===== config.mk =====
export PLATFORM = sky130hd
export DESIGN_NAME = online_otf_converter
export DESIGN_NICKNAME = d
export VERILOG_FILES = /design/src/rtl/online_pkg.sv /design/src/rtl/otf_step.sv /design/src/rtl/online_otf_converter.sv
export SDC_FILE = /design/constraint.sdc
export NUM_CORES = 1
export LEC_CHECK = 0
export ABC_AREA = 1
export CAP_MARGIN = 20
export CORE_AREA = 2 2 74 76
export CTS_CLUSTER_DIAMETER = 40
export DETAILED_ROUTE_END_ITERATION = 10
export DIE_AREA = 0 0 76 78
export PLACE_DENSITY = 0.75
export SETUP_SLACK_MARGIN = 0.3
export SYNTH_ARGS = -nofsm -noshare
export SYNTH_HDL_FRONTEND = slang
export SYNTH_SLANG_ARGS = --single-unit

===== constraint.sdc =====
create_clock -name clk -period 2.3 [get_ports clk]
set_input_delay 0.345 -clock clk [delete_from_list [all_inputs] [get_ports clk]]
set_output_delay 0.345 -clock clk [all_outputs]
set_load 0.05 [all_outputs]

===== src/rtl/online_pkg.sv =====
// Shared definitions for the online arithmetic datapath: signed-digit encodings and
// the on-the-fly converter state type.
package online_pkg;

  localparam logic [1:0] SD_POS  = 2'b10;
  localparam logic [1:0] SD_NEG  = 2'b01;
  localparam logic [1:0] SD_ZERO = 2'b00;

  typedef enum logic {
    StIdle,
    StAccum
  } conv_state_e;

endpackage


===== src/rtl/otf_step.sv =====
// One on-the-fly conversion step: appends a signed digit to the (Q, QM = Q-1) pair.
module otf_step
  import online_pkg::*;
#(
  parameter int unsigned W = 17
) (
  input  logic [W-1:0] q,
  input  logic [W-1:0] qm,
  input  logic [1:0]   digit,
  output logic [W-1:0] q_next,
  output logic [W-1:0] qm_next
);

  // Shifts drop the top bit, giving modulo 2^W arithmetic; 2'b11 falls to the zero case.
  always_comb begin
    q_next  = {q[W-2:0], 1'b0};
    qm_next = {qm[W-2:0], 1'b1};
    case (digit)
      SD_POS: begin
        q_next  = {q[W-2:0], 1'b1};
        qm_next = {q[W-2:0], 1'b0};
      end
      SD_NEG: begin
        q_next  = {qm[W-2:0], 1'b1};
        qm_next = {qm[W-2:0], 1'b0};
      end
      default: ;
    endcase
  end

endmodule


===== src/rtl/online_otf_converter.sv =====
// Serial MSD-first signed-digit stream to two's-complement word converter, no carry
// propagation; one digit per cycle, frames of N digits.
module online_otf_converter
  import online_pkg::*;
#(
  parameter int unsigned N = 16
) (
  input  logic       clk,
  input  logic       rst,
  input  logic [1:0] digit_in,
  input  logic       digit_valid,
  input  logic       start,
  output logic [N:0] result,
  output logic       result_valid,
  output logic       busy,
  output logic       frame_err
);

  localparam int unsigned W    = N + 1;
  localparam int unsigned CntW = $clog2(N + 1);
  localparam logic [CntW-1:0] LastCnt = CntW'(N);

  conv_state_e   state_q, state_d;
  logic [CntW-1:0] cnt_q, cnt_d;
  logic [W-1:0]  q_q, q_d, qm_q, qm_d;
  logic [W-1:0]  result_q, result_d;
  logic          rv_q, rv_d, fe_q, fe_d;
  logic [W-1:0]  step_q, step_qm, q_next, qm_next;
  logic          init, accept;

  assign init   = digit_valid & start;
  assign accept = init | (digit_valid & (state_q == StAccum));

  // A start digit restarts from the empty pair Q=0, QM=-1.
  assign step_q  = init ? '0 : q_q;
  assign step_qm = init ? '1 : qm_q;

  otf_step #(
    .W(W)
  ) u_step (
    .q      (step_q),
    .qm     (step_qm),
    .digit  (digit_in),
    .q_next (q_next),
    .qm_next(qm_next)
  );

  always_comb begin
    state_d  = state_q;
    cnt_d    = cnt_q;
    q_d      = q_q;
    qm_d     = qm_q;
    result_d = result_q;
    rv_d     = 1'b0;
    fe_d     = 1'b0;

    if (accept) begin
      q_d     = q_next;
      qm_d    = qm_next;
      state_d = StAccum;
      if (init) begin
        fe_d  = (state_q == StAccum);
        cnt_d = CntW'(1);
      end else begin
        cnt_d = cnt_q + CntW'(1);
      end
      if (cnt_d == LastCnt) begin
        result_d = q_next;
        rv_d     = 1'b1;
        state_d  = StIdle;
        cnt_d    = '0;
      end
    end
  end

  always_ff @(posedge clk) begin
    if (rst) begin
      state_q  <= StIdle;
      cnt_q    <= '0;
      q_q      <= '0;
      qm_q     <= '1;
      result_q <= '0;
      rv_q     <= 1'b0;
      fe_q     <= 1'b0;
    end else begin
      state_q  <= state_d;
      cnt_q    <= cnt_d;
      q_q      <= q_d;
      qm_q     <= qm_d;
      result_q <= result_d;
      rv_q     <= rv_d;
      fe_q     <= fe_d;
    end
  end

  assign result       = result_q;
  assign result_valid = rv_q;
  assign frame_err    = fe_q;
  assign busy         = (state_q == StAccum);

endmodule


Yosys cells after proc, flatten, opt, wreduce, memory -nomap -nowiden --
Index checks and enable logic that the tools add are counted.
Cells by class: add/subtract/negate cells 1, equality and inequality tests 3, multiplexer cells 9, bitwise logic cells 5, reduce and logical (&&, ||, !) cells 3
Operators by type and width (count):
- $pmux 17 s2 | 1
- $mux 16 | 2
- $pmux 16 s2 | 1
- $mux 5 | 3
- $add 5x1->5 const B | 1
- $eq 5x5->1 const B | 1
- $reduce_or 3->1 | 1
- $and 1x1->1 | 2
- $eq 2x1->1 const B | 1
- $eq 2x2->1 const B | 1
- $mux 1 | 2
- $not 1->1 | 2
- $reduce_and 2->1 | 1
- $reduce_or 2->1 | 1
- $or 1x1->1 | 1
Storage, ports and cells: bits in registers 57, bits of input ports 6, output and inout bits 20, logic and storage cells 28

Logic depth before layout (Yosys ltp) --
word-level depth 5, gate-level depth with buffers 11, depth with buffers taken out 10

Modules after synthesis --
From an unflattened synthesis, not the netlist that was laid out.
Unflattened totals: cell total of the unflattened synthesis 490, area, all modules 3211.8 µm²
By module, submodules not included:
- online_otf_converter | times used 1, cells an instance 348, area each 2577.5 µm², seq. area each 1181.1 µm²
- otf_step | times used 1, cells an instance 142, area each 634.4 µm², seq. area each 0.0 µm²

Worst setup path before layout --
No wires, ideal clock.
path kind input port to flip-flop, from in digit_in[0], to reg q_q[11], setup time 0.128 ns, arrival 1.550 ns, data required time 2.172 ns, path slack 0.623 ns, stages on the path 9, buffers on the path 1, cells stage by stage inv_1 ha_1 nor2_1 inv_1 buf_2 a22oi_1 nor2_1 a21oi_1 nor2_1
Between the ends: cells in the longest elaborated chain, start to end 2, elaborated cells on any way between the ends 3, those cells by class eq/ne (2); mux (1)
RTL lines:
- start, declared | line online_otf_converter.sv:10 | input logic [1:0] digit_in,
- $eq 2x1->1 or $eq 2x2->1 (tied branches) | line otf_step.sv:18 | case (digit)
- $pmux 17 s2 (*) | line otf_step.sv:18
- end signal, assigned | line online_otf_converter.sv:88 | q_q <= q_d;
- end, declared | line online_otf_converter.sv:25 | logic [W-1:0] q_q, q_d, qm_q, qm_d;
Mark *: on every way between the ends. The rest lies on a longest branch, timed or not. A chain may end at the register's enable or synchronous reset.

Final worst setup path --
from reg result_q[14], in the netlist result[14], to out result[14]
RTL lines:
- start, declared | line online_otf_converter.sv:26 | logic [W-1:0] result_q, result_d;
- start signal, assigned | line online_otf_converter.sv:90 | result_q <= result_d;
- end, declared | line online_otf_converter.sv:13 | output logic [N:0] result,
No word-level cell between the ends.

==> impl_metrics.toml <==
[synthesis]
ys_types = 26
syn-cell-area_sq_mm = 0.00282
syn_nets = 406
syn_inst = 397
synth_flop_cell = "dfxtp_1"
synth.area.top_cells = "dfxtp_1 (40%), nand2_1 (12%), nor2_1 (7.6%)"
seq_area_frac_synth_pct = 40.4
ys_warn_count = 0
synth_seq_cells = 57
async_flop_share_pct = 0
synth_area_leader_cell = "dfxtp_1"
synth_edf_count = 0
synth_top_area_share_pct = 40.4
synth.avg_cell_area_sq_um = 7.11

[route]
ant_nets = 0
drt_iter0_drc = 152
drt_wl_total_um = 6070
drc = 0
wl_per_cell_um = 12.4
via_per_inst = 5.18
drtPass1Iterations = 5
vias = 2541

[setup_path]
crit_path_end_kind = "output port"
r2r_end = "result[0]"
critPathArrivalTime_ps = 1510
slowest_delay_ps = 810
path_buf_inv = 1
cp_max_fo = 2
crit_path_top_delay_cell = "clkdlybuf4s50_1"
start_kind = "flop"
r2r_setup_slack_ps = 550
r2r_start = "cnt_q[0]"
path_delay_family = "buffers and inverters"
r2r_cells = 7
crit_chain = "clkdlybuf4s50_1"
crit_required_ps = 1960
crit_start = "result[14]"
path_class = "flop to output port"

[pwr]
ir_drop_v = 0.000431
leakagePower_nw = 1.35
power.density_mw_per_mm2 = 698

[cts]
cts_tree = "built"
numCtsBuffers = 9
clkLatencyLatePin_ps = 340
cts_root_buffer = "clkbuf_8"
clock-sinks = 57
clk_path_buf_depth = 2
cts.clk_slew.worst_paths_ps = 70
cts.hold.buffers_added = 0
htree_levels = 3
cts_setup_buffers = 0

[die]
rows = 26
core-area_sq_mm = 0.00504
fp.dieH_um = 78
io_pins = 26
fp.dieW_um = 76
initial_core_util_pct = 56.0
design.die.area_sq_mm = 0.00593

[layout]
drive_gt1_share_pct = 15.4
area_growth_pct = 16.6
fin_nets = 425
antenna_cells = 0
final_area_sq_mm = 0.00329

[flow_run]
drv_cap = 0

[sta]
fin_crit_ps = 1850
tns_ps = 0
worst_pin_slew_ps = 499
clock.fmax_mhz = 539
fin_crit_sh_pct = 80.6
skew_ps = 9.58
rsz0062_at_grt = "true"
setup_viol = 0
max_slew_margin_pct = 66.6
slew_viol_final = 0
worst_slack_ps = 445
hold_viol = 0

[hold_path]
holdPathEnd = "result[5]"
min-delay-start = "result[5]"
hold_class = "flop to flop"
holdPathStages = 2

[outcome]
status = "finished, final reports clean"

[placement]
pre_cts_ws_ps = -41.3
dpl_cell_area_sq_mm = 0.00307
dp_hpwl_um = 4240
routabilityCongestion = 0.838
io_buffers = 25

[global_routing]
grt_pass1_vias = 2322
grt_usage_pct = 22.1
grt_pass1_wl_um = 10400
grt_start_max_net_pins = 38
antenna_found_initial = 0
grt_overflow = 0
==> cells by family after synthesis <==
group / Yosys count / synth area share (%)
buf+inv: 57 / 9.62
fa+ha+maj: 3 / 1.33
compound gates: 82 / 16.8
flops: 57 / 40.4
simple gates: 198 / 31.8
==> worst max path at each step <==
stage	end	cells after the start
floorplan	q_q[11]	9
global placement	q_q[11]	9
detailed placement	q_q[11]	9
CTS	q_q[11]	9
global route	qm_q[5]	9
finish	result[14]	1
==> layout make-up <==
class | count | area [sq um]
multi-input combinational | 283 | 1420
timing repair buffer | 31 | 308
clock buffer | 12 | 155
tap | 70 | 87.6
clock inverter | 4 | 51.3
fill | 459 | 1750
inverter | 34 | 128
sequential | 57 | 1140
==> sequential cells by signal (all words and copies together) (netlist names) <==
name	count
cnt_q	5
q_q	16
qm_q	16
busy	1
result	17
result_valid	1
frame_err	1
==> cells in the mapped netlist, types with 2 or more instances <==
cell,number
nand2_2,22
a21oi_1,36
inv_1,32
nand4_1,4
dfxtp_1,57
nand3_1,19
ha_1,3
a22oi_1,3
buf_2,10
buf_6,3
a21oi_2,10
nor2_1,57
o211ai_1,7
inv_2,2
clkbuf_1,8
nand2_1,87
nand2_4,2
buf_8,2
o21ai_0,26
==> layer usage <==
metal  track usage (%)  up-vias  part of all wire (%)
met5                 0        -                     0
met4              9.45        0                   2.0
met3              5.93       12                   3.6
met2              39.7       44                    51
met1              24.8     1175                    43
li1                  -     1310                     -
==> worst min-delay path, cell delays in order, from the launching register on <==
cell,delay (ps)
dfxtp_1,320
nand2_2,60
a21oi_2,40
==> report_power, final <==
part	internal, W	total (W)	leakage (nW)	switching, W
registers	0.00103	0.00105	0.464	0.0000260
logic	0.0000943	0.000282	0.782	0.000188
clock network	0.000559	0.000958	0.103	0.000399
total	0.00168	0.00229	1.35	0.000613
==> cell usage in the layout (no fill, tap or decap) <==
cell type | synthesis | final
buf_4 | 0 | 5
nand2_4 | 2 | 3
clkinv_2 | 0 | 1
a22oi_1 | 3 | 3
clkdlybuf4s50_1 | 0 | 25
nor2_4 | 1 | 1
ha_1 | 3 | 3
a21oi_1 | 36 | 36
nand3b_1 | 1 | 1
nand2_1 | 87 | 86
clkinv_4 | 0 | 1
nor3_1 | 1 | 1
dfxtp_1 | 57 | 57
nand2_2 | 22 | 22
clkbuf_1 | 8 | 1
o211ai_1 | 7 | 7
buf_12 | 0 | 1
o21ai_0 | 26 | 26
bufinv_16 | 0 | 1
nand4_1 | 4 | 4
nand3_1 | 19 | 19
nor2_8 | 1 | 1
a21oi_2 | 10 | 10
nand3_4 | 1 | 1
inv_1 | 32 | 31
clkbuf_8 | 0 | 11
nor2_1 | 57 | 56
nand3_2 | 1 | 1
clkinvlp_4 | 0 | 1
inv_2 | 2 | 3
nor2_2 | 1 | 2
==> what timing repair did <==
action	CTS	global route
setup endpoints to repair	0	29
endpoints found under the hold margin	0	0
resized for setup	0	4
==> per-stage QoR <==
| stage | power (W) | hold slack, ps | cells | util (%) |
|---|---|---|---|---|
| floorplan | 0.00129 | 445 | 397 | - |
| global placement | 0.00135 | 452 | 475 | 60.9 |
| detailed placement | 0.00135 | 456 | 475 | 60.9 |
| CTS | 0.00231 | 468 | 491 | 65.0 |
| global route | 0.00240 | 484 | 491 | 65.2 |
| finish | 0.00229 | 465 | 491 | 65.2 |
No activity file was read; power rests on OpenSTA's default activity.
